<file path="config.mk">
export PLATFORM = sky130hd
export DESIGN_NAME = versa_gpio_wr_guard_flat
export DESIGN_NICKNAME = d
export VERILOG_FILES = /design/src/rtl/versa_gpio_wr_guard_if.sv /design/src/rtl/versa_gpio_wr_guard.sv /design/src/flat_wrapper.sv
export SDC_FILE = /design/constraint.sdc
export NUM_CORES = 1
export LEC_CHECK = 0
export ABC_AREA = 1
export CAP_MARGIN = 20
export CORE_MARGIN = 5
export CORE_UTILIZATION = 45
export DETAILED_ROUTE_END_ITERATION = 7
export GPL_TIMING_DRIVEN = 0
export PLACE_DENSITY = 0.75
export SETUP_SLACK_MARGIN = 0.4
export SLEW_MARGIN = 20
export SYNTH_ARGS = -nofsm -noshare
export SYNTH_HDL_FRONTEND = slang
export SYNTH_SLANG_ARGS = --single-unit
</file>
<file path="constraint.sdc">
create_clock -name clk -period 3.79 [get_ports clk]
set_clock_uncertainty 0.05 [all_clocks]
set_input_delay 0.758 -clock clk [delete_from_list [all_inputs] [get_ports clk]]
set_output_delay 0.758 -clock clk [all_outputs]
set_load 0.03 [all_outputs]
</file>
<file path="src/rtl/versa_gpio_wr_guard_if.sv">
// CPU data-bus, DMA and executable-region signals observed by the GPIO write guard.
// Pure wiring: no latency, no backpressure.
interface versa_gpio_wr_guard_if;
    logic [15:0] pc;
    logic [15:0] data_addr;
    logic        data_wr;
    logic [15:0] dma_addr;
    logic        dma_en;
    logic [15:0] ER_min;
    logic [15:0] ER_max;

    modport master (
        output pc, data_addr, data_wr, dma_addr, dma_en, ER_min, ER_max
    );

    modport slave (
        input  pc, data_addr, data_wr, dma_addr, dma_en, ER_min, ER_max
    );
endinterface

</file>
<file path="src/rtl/versa_gpio_wr_guard.sv">
// Guards GPIO writes: only code inside an authorised ER, entered via the auth handler, may actuate.
// Latency: outputs registered, one clk after the observed bus cycle; no combinational input->output path.
// Backpressure: none; a pure monitor that never stalls the CPU, it only requests a reset.
module versa_gpio_wr_guard #(
    parameter logic [15:0] AUTH_HANDLER  = 16'hA0BE,
    parameter logic [15:0] RESET_HANDLER = 16'h0000,
    parameter logic [15:0] GPIO_BASE     = 16'h0018,
    parameter logic [15:0] GPIO_SIZE     = 16'h0020,
    parameter int unsigned CNT_W         = 8,
    parameter logic [15:0] MAX_ER_CYCLES = 16'hFFFF
) (
    input  logic                    clk,
    input  logic                    reset_n,
    versa_gpio_wr_guard_if.slave    bus,
    output logic [CNT_W-1:0]        wr_cnt,
    output logic                    exec_flag,
    output logic                    viol_reset
);

    typedef enum logic [1:0] {
        S_IDLE = 2'b00,
        S_AUTH = 2'b01,
        S_RUN  = 2'b10,
        S_VIOL = 2'b11
    } state_t;

    // 17-bit end bound so a range reaching 16'hFFFF does not wrap
    localparam logic [16:0]      GPIO_END = {1'b0, GPIO_BASE} + {1'b0, GPIO_SIZE};
    localparam logic [CNT_W-1:0] CNT_MAX  = '1;

    state_t           r_state, w_state_nxt;
    logic [CNT_W-1:0] r_wr_cnt, w_wr_cnt_nxt;
    logic             r_exec, w_exec_nxt;
    logic             r_viol, w_viol_nxt;
    logic [15:0]      r_cyc, w_cyc_nxt;

    logic w_gw_cpu, w_gw_dma, w_pc_in_er, w_bad_er;

    assign w_gw_cpu   = bus.data_wr && (bus.data_addr >= GPIO_BASE)
                        && ({1'b0, bus.data_addr} < GPIO_END);
    assign w_gw_dma   = bus.dma_en && (bus.dma_addr >= GPIO_BASE)
                        && ({1'b0, bus.dma_addr} < GPIO_END);
    assign w_pc_in_er = (bus.pc >= bus.ER_min) && (bus.pc <= bus.ER_max);
    assign w_bad_er   = (bus.ER_min >= bus.ER_max) || (bus.ER_min == RESET_HANDLER)
                        || (bus.ER_max == RESET_HANDLER);

    always_comb begin
        w_state_nxt  = r_state;
        w_wr_cnt_nxt = r_wr_cnt;
        w_exec_nxt   = r_exec;
        w_cyc_nxt    = r_cyc;
        if (w_bad_er) begin
            w_state_nxt = S_VIOL;
        end else begin
            case (r_state)
                S_IDLE: begin
                    if (w_gw_cpu || w_gw_dma) begin
                        w_state_nxt = S_VIOL;
                    end else if (bus.pc == AUTH_HANDLER) begin
                        w_state_nxt = S_AUTH;
                        w_exec_nxt  = 1'b0;
                    end
                end
                S_AUTH: begin
                    if (w_gw_cpu || w_gw_dma) begin
                        w_state_nxt = S_VIOL;
                    end else if (bus.pc == bus.ER_min) begin
                        w_state_nxt  = S_RUN;
                        w_wr_cnt_nxt = '0;
                        w_cyc_nxt    = '0;
                    end
                end
                S_RUN: begin
                    // an out-of-ER CPU write is covered by the plain out-of-ER exit
                    if (w_gw_dma || !w_pc_in_er) begin
                        w_state_nxt = S_VIOL;
                    end else if ((r_cyc == MAX_ER_CYCLES) && (bus.pc != bus.ER_max)) begin
                        w_state_nxt = S_VIOL;
                    end else begin
                        if (r_cyc != 16'hFFFF) begin
                            w_cyc_nxt = r_cyc + 16'd1;
                        end
                        if (w_gw_cpu && (r_wr_cnt != CNT_MAX)) begin
                            w_wr_cnt_nxt = r_wr_cnt + CNT_W'(1);
                        end
                        if (bus.pc == bus.ER_max) begin
                            w_state_nxt = S_IDLE;
                            w_exec_nxt  = 1'b1;
                        end
                    end
                end
                default: begin
                    if ((bus.pc == RESET_HANDLER) && !w_gw_cpu && !w_gw_dma) begin
                        w_state_nxt = S_IDLE;
                    end
                end
            endcase
        end
        if (w_state_nxt == S_VIOL) begin
            w_wr_cnt_nxt = '0;
            w_exec_nxt   = 1'b0;
        end
        w_viol_nxt = (w_state_nxt == S_VIOL);
    end

    always_ff @(posedge clk or negedge reset_n) begin
        if (!reset_n) begin
            r_state  <= S_VIOL;
            r_wr_cnt <= '0;
            r_exec   <= 1'b0;
            r_viol   <= 1'b1;
            r_cyc    <= '0;
        end else begin
            r_state  <= w_state_nxt;
            r_wr_cnt <= w_wr_cnt_nxt;
            r_exec   <= w_exec_nxt;
            r_viol   <= w_viol_nxt;
            r_cyc    <= w_cyc_nxt;
        end
    end

    assign wr_cnt     = r_wr_cnt;
    assign exec_flag  = r_exec;
    assign viol_reset = r_viol;

endmodule

</file>
<file path="src/flat_wrapper.sv">
// flat-port wrapper written by rule: the top's interface ports become plain ports
module versa_gpio_wr_guard_flat 
#(
    parameter logic [15:0] AUTH_HANDLER  = 16'hA0BE,
    parameter logic [15:0] RESET_HANDLER = 16'h0000,
    parameter logic [15:0] GPIO_BASE     = 16'h0018,
    parameter logic [15:0] GPIO_SIZE     = 16'h0020,
    parameter int unsigned CNT_W         = 8,
    parameter logic [15:0] MAX_ER_CYCLES = 16'hFFFF
)
  (clk, reset_n, wr_cnt, exec_flag, viol_reset, bus_pc, bus_data_addr, bus_data_wr, bus_dma_addr, bus_dma_en, bus_ER_min, bus_ER_max);
  versa_gpio_wr_guard_if bus_i ();
  input  logic clk;
  input  logic reset_n;
  output logic [CNT_W-1:0] wr_cnt;
  output logic exec_flag;
  output logic viol_reset;
  input wire logic [$bits(bus_i.pc)-1:0] bus_pc;
  input wire logic [$bits(bus_i.data_addr)-1:0] bus_data_addr;
  input wire logic [$bits(bus_i.data_wr)-1:0] bus_data_wr;
  input wire logic [$bits(bus_i.dma_addr)-1:0] bus_dma_addr;
  input wire logic [$bits(bus_i.dma_en)-1:0] bus_dma_en;
  input wire logic [$bits(bus_i.ER_min)-1:0] bus_ER_min;
  input wire logic [$bits(bus_i.ER_max)-1:0] bus_ER_max;
  assign bus_i.pc = bus_pc;
  assign bus_i.data_addr = bus_data_addr;
  assign bus_i.data_wr = bus_data_wr;
  assign bus_i.dma_addr = bus_dma_addr;
  assign bus_i.dma_en = bus_dma_en;
  assign bus_i.ER_min = bus_ER_min;
  assign bus_i.ER_max = bus_ER_max;
  versa_gpio_wr_guard #(.AUTH_HANDLER(AUTH_HANDLER), .RESET_HANDLER(RESET_HANDLER), .GPIO_BASE(GPIO_BASE), .GPIO_SIZE(GPIO_SIZE), .CNT_W(CNT_W), .MAX_ER_CYCLES(MAX_ER_CYCLES)) u_core (.clk(clk), .reset_n(reset_n), .bus(bus_i), .wr_cnt(wr_cnt), .exec_flag(exec_flag), .viol_reset(viol_reset));
endmodule
</file>
==> impl_results.md <==
- TritonCTS Sinks: 28
- Syn nets: around 660
- Routed wire length: between 9000 and 10,000 um
- Pwr Total: between 1 and 1.5 mW
- Most frequent cells in the layout: 127 x nand2_1, 86 x clkdlybuf4s50_1, 69 x inv_1
- Endpoints failing setup: 0
- Asr flop ratio synth: 100%
- Final hold slack: approximately 0.44 ns
- Antenna viol nets, final: 0
- First-pass GRT wire length: between 15,000 and 20,000 um
- Top Metal Used: met4
- Area contributors post-synth: ha_1 19%, dfrtp_1 18%, nand2_1 14%
- Most frequent CP cell: nand2_1
- Setup TNS: 0 ns
- Crit path max-delay family: simple AND/OR/NAND/NOR gates
- Post-synth top area share: 19.5%
- Hold WC Path Type: input port to asynchronous set/reset pin
- H-tree level count: 1
- Pwr Density: ~290 mW/mm^2
- Clock root cell: clkbuf_8
- Met1 wire length: 4450 um
- Worst EP arrival: ~3.2 ns
- Critical path peak fanout: 9
- Dpl ws: 0.411 ns
- Clk buf depth: 2
- Setup crit start kind: input port
- Worst path bufs/invs: 2
- Cells after synthesis: around 530
- Row count: 32
- Hold buffer count at CTS: 0
- Share of layout cells above drive strength 1: about 6.2%
- Post-Layout Cell Count: 718
- Via-to-Cell Ratio: approximately 5.2
- DR pass1 iterations: 4
- Slew @ Worst Pin: ~0.64 ns
- Seq/Total Area, Yosys: between 20% and 30%
- Clock transition at path regs: ~0.1 ns
- RePlAce Congestion: between 0.8 and 0.9
- Syn_area_per_cell: about 6.6 um^2
- Final worst-path setup slack: 0.710 ns
- Status: completed
- Initial Util: between 40% and 50%
- Largest net degree at the start of global routing: 29
- Worst-path cell chain: clkdlybuf4s50_1 -> ha_1 -> nand2_1 -> nor2_2 -> nand3_1 -> o21ai_1 -> nor2_1 -> nand2_1 -> nand3_2 -> nand2_1 -> nand2_1 -> nor2_2 -> inv_2 -> nand3_1 -> nand2_1
- Met2 wire len: ~4600 um
- Initial antenna violation count: 0
- FILL cells: around 730
- CTS tree: built
- I/O Buffers: 87
- Later-pin clock latency in the skew report: 0.29 ns
- Static Leakage: 2.25 nW
- Slew HR: ~57%
- Placement Cell Area: approximately 0.0045 mm^2
- Antenna cells: 0
- Gr ovfl total: 0
- CORE AREA: approximately 0.0076 mm^2
- RSZ-0062 raised after global routing: no
- Total GRT Usage: between 20% and 30%
- Via count: roughly 3,700
- Die W: slightly below 100 um
- DP HPWL: ~7900 um
- DR iter-0 viols: roughly 130
- Final min period: approximately 3 ns
- Period utilization: about four fifths
- Drt wl/cell: approximately 13 um
- Vias in the first global route: 3,638
- Count of different cell masters after synthesis: 38
- Max cap viols: 0
- Nets@finish: between 700 and 800
- Post-synth top area cell: ha_1
- Peak supply drop: about 0.00028 V
- Area delta synth->final: 30.7%
- CP endpoint kind: flop
- Slew Viols, Final: 0
- Post-synth top flop: dfrtp_1
- # DRC: 0
- Die height: approximately 98 um
- Die Footprint: approximately 0.0096 mm^2
- WL met3: roughly 420 um
- Num CTS Buffers: 3
- Max stage delay on crit path: 0.52 ns
- Crit-path slowest cell: clkdlybuf4s50_1
- Placed Cells: between 700 and 800
- Mapped cell area: between 0.003 and 0.004 mm^2
- FMAX: 325 MHz
- Number of synthesized flops with an enable pin: 0
- Final Cell Area: 0.00453 mm^2
- Final hold violation count: 0
- CP required: 3.93 ns
- Syn. warnings: 0
- Number of synthesized register bits: 28
- Layout Utilization: 59.6%
- I/O Pins: 94
- Crit path kind: input port to flop
- Commonest non-fill, non-tap cell in the layout: nand2_1
timing repair:
action	in CTS	in global routing
gates resized for setup	0	1
hold endpoints to repair	0	0
setup buffers	0	0
setup endpoints to repair	0	1
area by class of cell:
cell class	instances	area [um^2]	area share [%]
multi-input combinational	419	2450	54.0
timing repair buffer	87	866	19.1
tap	102	128	2.82
inverter	71	267	5.88
clock inverter	1	30.0	0.662
buffer	7	50.0	1.10
clock buffer	3	41.3	0.911
sequential	28	704	15.5
per-layer routing:
metal / GRT usage, % / vias to the layer above
met1: 26.5 / 1706
li1: - / 1905
met5: 0 / -
met3: 3.50 / 18
met2: 34.7 / 81
met4: 5.01 / 0
cell usage after synthesis (all sizes together) (2+ instances only):
master and number:
a31oi 2, dfrtp 25, ha 54, a21oi 23
nor3 13, a21o 3, nand2 132, dfstp 3
or2 11, o21ai 23, buf 5, nor2 66
nand3 41, o21bai 2, and3 2, inv 71
nand4 17, xnor2 3, xor2 13, nor3b 4
o21a 2, nor4 4
sequential cells by signal, indices dropped and copies added, names as in the netlist:
register / cells
u_core.viol_reset: 1
u_core.r_cyc: 16
u_core.exec_flag: 1
u_core.r_state: 2
u_core.wr_cnt: 8
power breakdown:
part | internal [mW] | total, mW | switching (mW)
clock network | 0.142 | 0.243 | 0.101
logic | 0.272 | 0.696 | 0.423
registers | 0.334 | 0.365 | 0.0315
total | 0.748 | 1.30 | 0.555
cell families (layout without fill, tap and decap cells):
kind of cell	after synthesis	after routing	share of synthesized area, %
AOI/OAI and AO/OA	56	56	8.84
and+or+nand+nor	293	293	38.2
buffers and inverters	78	169	9.13
DFF	28	28	20.3
xor gates and xnor gates	16	16	4.04
adders and majority gates	54	54	19.5
final timing paths:
check                                  startpoint               end  depth (start not counted)  slack (ns)
min in group clk                 u_core.r_cyc[14]  u_core.r_cyc[14]                          2        0.50
worst min-delay path                      reset_n  u_core.r_cyc[10]                          1        0.44
max in group asynchronous                 reset_n   u_core.r_cyc[6]                          1        2.84
worst max register to register  u_core.r_state[0]   u_core.r_cyc[0]                          8        1.43
worst min register to register   u_core.r_cyc[14]  u_core.r_cyc[14]                          2        0.50
worst max-delay path                    bus_pc[7]  u_core.wr_cnt[4]                         15        0.71
(Power assumes the default switching activity.)
